==> src/rtl/frame_deserializer_pkg.sv <==
// Shared defaults and state encoding for the serial frame deserializer.
// Frames are a sync header followed by an MSB-first payload.
package frame_deserializer_pkg;

    localparam int          DEF_DATA_W   = 32;
    localparam int          DEF_SYNC_W   = 2;
    localparam logic [1:0]  DEF_SYNC_PAT = 2'b11;

    typedef enum logic {
        HUNT    = 1'b0,
        CAPTURE = 1'b1
    } state_t;

endpackage : frame_deserializer_pkg

==> src/rtl/frame_deserializer.sv <==
// Serial-to-parallel receiver: hunts for the sync header on a 1-bit stream, then
// captures DATA_W payload bits MSB-first and presents them with a one-cycle strobe.
module frame_deserializer
    import frame_deserializer_pkg::*;
#(
    parameter int                DATA_W   = DEF_DATA_W,
    parameter int                SYNC_W   = DEF_SYNC_W,
    parameter logic [SYNC_W-1:0] SYNC_PAT = SYNC_W'(DEF_SYNC_PAT)
) (
    input  logic              clk,
    input  logic              rst,
    input  logic              data_in,
    output logic [DATA_W-1:0] data_out,
    output logic              data_valid
);

    localparam int CNT_W = (DATA_W > 1) ? $clog2(DATA_W) : 1;

    state_t              state, state_nx;
    logic [SYNC_W-1:0]   hist, hist_nx;
    logic [CNT_W-1:0]    cnt, cnt_nx;
    logic [DATA_W-1:0]   shift, shift_nx;
    logic [DATA_W-1:0]   out_nx;
    logic                valid_nx;
    logic [SYNC_W-1:0]   window;

    // Window seen on this edge: stored history plus the bit being sampled now.
    assign window = {hist[SYNC_W-2:0], data_in};

    // NOTE: every output of this block is given a default first, so no path leaves
    // a signal unassigned and no latch is inferred.
    always_comb begin
        state_nx = state;
        hist_nx  = hist;
        cnt_nx   = cnt;
        shift_nx = shift;
        out_nx   = data_out;
        valid_nx = 1'b0;

        unique case (state)
            HUNT: begin
                hist_nx = window;
                if (window == SYNC_PAT) begin
                    state_nx = CAPTURE;
                    cnt_nx   = '0;
                end
            end
            CAPTURE: begin
                shift_nx = {shift[DATA_W-2:0], data_in};
                cnt_nx   = cnt + CNT_W'(1);
                if (cnt == CNT_W'(DATA_W - 1)) begin
                    out_nx   = shift_nx;
                    valid_nx = 1'b1;
                    state_nx = HUNT;
                    // Payload bits must not seed the next header search.
                    hist_nx  = '0;
                    cnt_nx   = '0;
                end
            end
            default: state_nx = HUNT;
        endcase
    end

    // NOTE: sequential state uses non-blocking assignments so every register
    // samples the pre-edge values regardless of statement order.
    always_ff @(posedge clk or posedge rst) begin
        if (rst) begin
            state      <= HUNT;
            hist       <= '0;
            cnt        <= '0;
            shift      <= '0;
            data_out   <= '0;
            data_valid <= 1'b0;
        end else begin
            state      <= state_nx;
            hist       <= hist_nx;
            cnt        <= cnt_nx;
            shift      <= shift_nx;
            data_out   <= out_nx;
            data_valid <= valid_nx;
        end
    end

endmodule : frame_deserializer

==> config.mk <==
export PLATFORM = sky130hd
export DESIGN_NAME = frame_deserializer
export DESIGN_NICKNAME = d
export VERILOG_FILES = /design/src/rtl/frame_deserializer_pkg.sv /design/src/rtl/frame_deserializer.sv
export SDC_FILE = /design/constraint.sdc
export NUM_CORES = 1
export LEC_CHECK = 0
export ABC_AREA = 0
export CAP_MARGIN = 25
export CORE_MARGIN = 5
export CORE_UTILIZATION = 49
export CTS_CLUSTER_SIZE = 24
export DETAILED_ROUTE_END_ITERATION = 10
export HOLD_SLACK_MARGIN = 0.05
export PLACE_DENSITY = 0.75
export SETUP_SLACK_MARGIN = 0.1
export SLEW_MARGIN = 0
export SYNTH_ARGS = -nofsm -noshare
export SYNTH_HDL_FRONTEND = slang
export SYNTH_SLANG_ARGS = --single-unit
==> constraint.sdc <==
create_clock -name clk -period 2.15 [get_ports clk]
set_input_delay 0.43 -clock clk [delete_from_list [all_inputs] [get_ports clk]]
set_output_delay 0.43 -clock clk [all_outputs]
set_load 0.02 [all_outputs]
==> metrics.csv, run 1 <==
metric,value,unit
die width,85.97,um
Post-Synthesis Cells,173,
Critical Path RT,2370,ps
DRT Wirelength,4406,um
status,"finished, final reports clean",
via/cell ratio,5.041,
row count,27,
post-route ant nets,0,
Hold Path Class,reg -> reg,
Remaining DRCs,0,
PortBufs,35,
final hold viol count,0,
cts bufs inserted,9,
grt total ovfl,0,
aggregate global-route resource usage,13.50,%
post-CTS setup repair buffer count,0,
Simple-Gate Fraction of Synth Area,2.743,%
Tcrit/Tclk final,87.94,%
maxcap violations,0,
pwr dens,1575,mW/mm^2
via count of the first global-routing pass,1585,
Synth Area in Compound Gates,1.327,%
htree depth,3,
largest net degree at the start of global routing,30,
Worst slew margin,58.67,%
initial drt markers,46,
DR vias,1482,
fraction of layout cells with a size suffix above 1,38.74,%
leakage power,1.724,nW
Slew Limit Fails,0,
CORE AREA,0.005574,mm^2
DP HPWL,2967,um
clock root buffer,clkbuf_8,
P&R area growth vs syn,26.19,%
Worst-path clk slew,80,ps
syn nets,179,
final setup fails,0,
Setup crit start kind,flop,
RSZ-0062 raised after global routing,false,
Post-CTS Hold Fix Bufs,0,
Placement Setup Slack,270.3,ps
initial core utilization,50.73,%
CTS tree,yes,
warnings from Yosys,0,
clock sink count,71,
antenna fix cells,0,
Mapped Area,0.002828,mm^2
Worst Setup End Kind,flop,
main combinational cell family by area after synthesis,multiplexers,
RePlAce Congestion,0.6810,
Initial DRT Pass Iterations,5,
"commonest non-fill, non-tap cells in the layout","70 x dfrtp_1, 35 x mux2_2, 35 x clkdlybuf4s50_1",
synthesized area per cell,16.35,um^2
DIE AREA,0.007390,mm^2
initial antenna violation count,0,
Synth Flop Type,dfrtp_1,
peak supply drop,855.7,uV
Fin Clk Skew,6.467,ps
post-layout min period,1891,ps
critical path class,reg -> reg,
first-pass GRT wire length,7562,um
worst path arrival time,2110,ps
Max Freq,528.9,MHz
"commonest non-fill, non-tap cell in the layout",dfrtp_1,
clk_lat worst skew,340,ps
Die Y,85.97,um
CTS resizes,0,
Synth Area in Adders,1.327,%
mux share of post-synthesis cell area,28.63,%
Slew @ Worst Pin,618.6,ps
I/O pin total,36,
post-synthesis sequential area ratio,62.83,%
number of synthesized flops with an enable pin,0,
Synth Area in XOR/XNOR,0.6195,%
Avg WL per Cell,14.99,um
Crit Path Max Fanout,13,
Clock Tree Buf Depth,2,
Final TNS setup,0,ps
Unique masters post-synth,21,
net count reported at finish,223,
number of synthesized register bits,71,
Setup WS post-layout,259.2,ps
fraction of registers with async set/reset,100.0,%
## Yosys cell counts (all sizes together), types with 2 or more instances
library cell  number  area [um^2]
dfrtp             71         1777
mux2              62        799.5
nand2             11        48.80
buf                7        56.30
o21ai              5        25.02
ha                 3        37.54
inv                3        11.26
o22ai              2        12.51
## worst max-delay path, stage by stage, from the launching register on
cell and delay [ps]:
dfrtp_1 410, ha_1 230, and3_1 200, ha_1 230, nand2_4 180, buf_12 180
mux2_2 340
## sequential cells by signal, indices dropped and copies added (netlist names)
signal,flops
data_out,32
shift,31
data_valid,1
hist,1
cnt,5
state,1
## layout make-up
type,count,area (um^2)
clock inverter,6,132.6
tap,72,90.09
timing repair buffer,41,445.4
clock buffer,10,127.6
fill,410,2006
sequential,71,1778
multi-input combinational,91,979.7
inverter,3,15.01
## stage by stage
step / std cells / utilization (%) / cell area [um^2] / total power, mW / hold slack, ps
after floorplan: 173 / - / 2831 / 3.604 / 477.7
after global placement: 278 / 59.35 / 3308 / 4.231 / 488.6
after detailed placement: 278 / 59.35 / 3308 / 4.302 / 496.8
after CTS: 294 / 64.02 / 3568 / 5.697 / 511.8
after global routing: 294 / 64.02 / 3568 / 5.949 / 522.3
final: 294 / 64.02 / 3568 / 5.621 / 503.5
## per-layer routing
metal / wire length, um / global-route usage, % / vias to the layer above
met5: 0 / 0 / -
met4: 71 / 6.475 / 0
met3: 205 / 5.572 / 7
met2: 2135 / 20.46 / 26
met1: 1993 / 16.71 / 764
li1: - / - / 685
## power breakdown
part | total [mW] | internal (mW) | switching [mW]
Clock | 1.37 | 0.886 | 0.486
Combinational | 1.88 | 1.15 | 0.732
Sequential | 2.37 | 1.93 | 0.435
Total | 5.62 | 3.97 | 1.65
## cells by family after synthesis
kind of cell             count (synthesis)
XOR/XNOR                                 2
flip-flops                              71
AO/OA/AOI/OAI                            7
AND/OR/NAND/NOR                         16
buffers and inverters                   11
adder cells (fa/ha/maj)                  3
multiplexers                            63
## path summary, 6_finish.rpt
path / from / endpoint / slack (ps) / depth (start not counted)
min: shift[30] / data_out[31] / 500 / 1
max in group asynchronous: rst / data_out[23] / 1100 / 3
min in group asynchronous: rst / data_out[31] / 520 / 2
max reg2reg: cnt[0] / data_out[25] / 260 / 6
max: cnt[0] / data_out[25] / 260 / 6
min reg2reg: shift[30] / data_out[31] / 500 / 1
Power figures use the tool's default switching activity.
==> run 2, diff against run 1 <==
Settings changed: SLEW_MARGIN 0 to 10.
==> results of run 2 <==
Final layout, timing and power as in run 1 (identical DEF).
==> run 3, diff against run 2 <==
Settings changed: GPL_ROUTABILITY_DRIVEN from default to 0, HOLD_SLACK_MARGIN 0.05 to default.
==> results of run 3 <==
Final layout, timing and power as in run 1 (identical DEF).
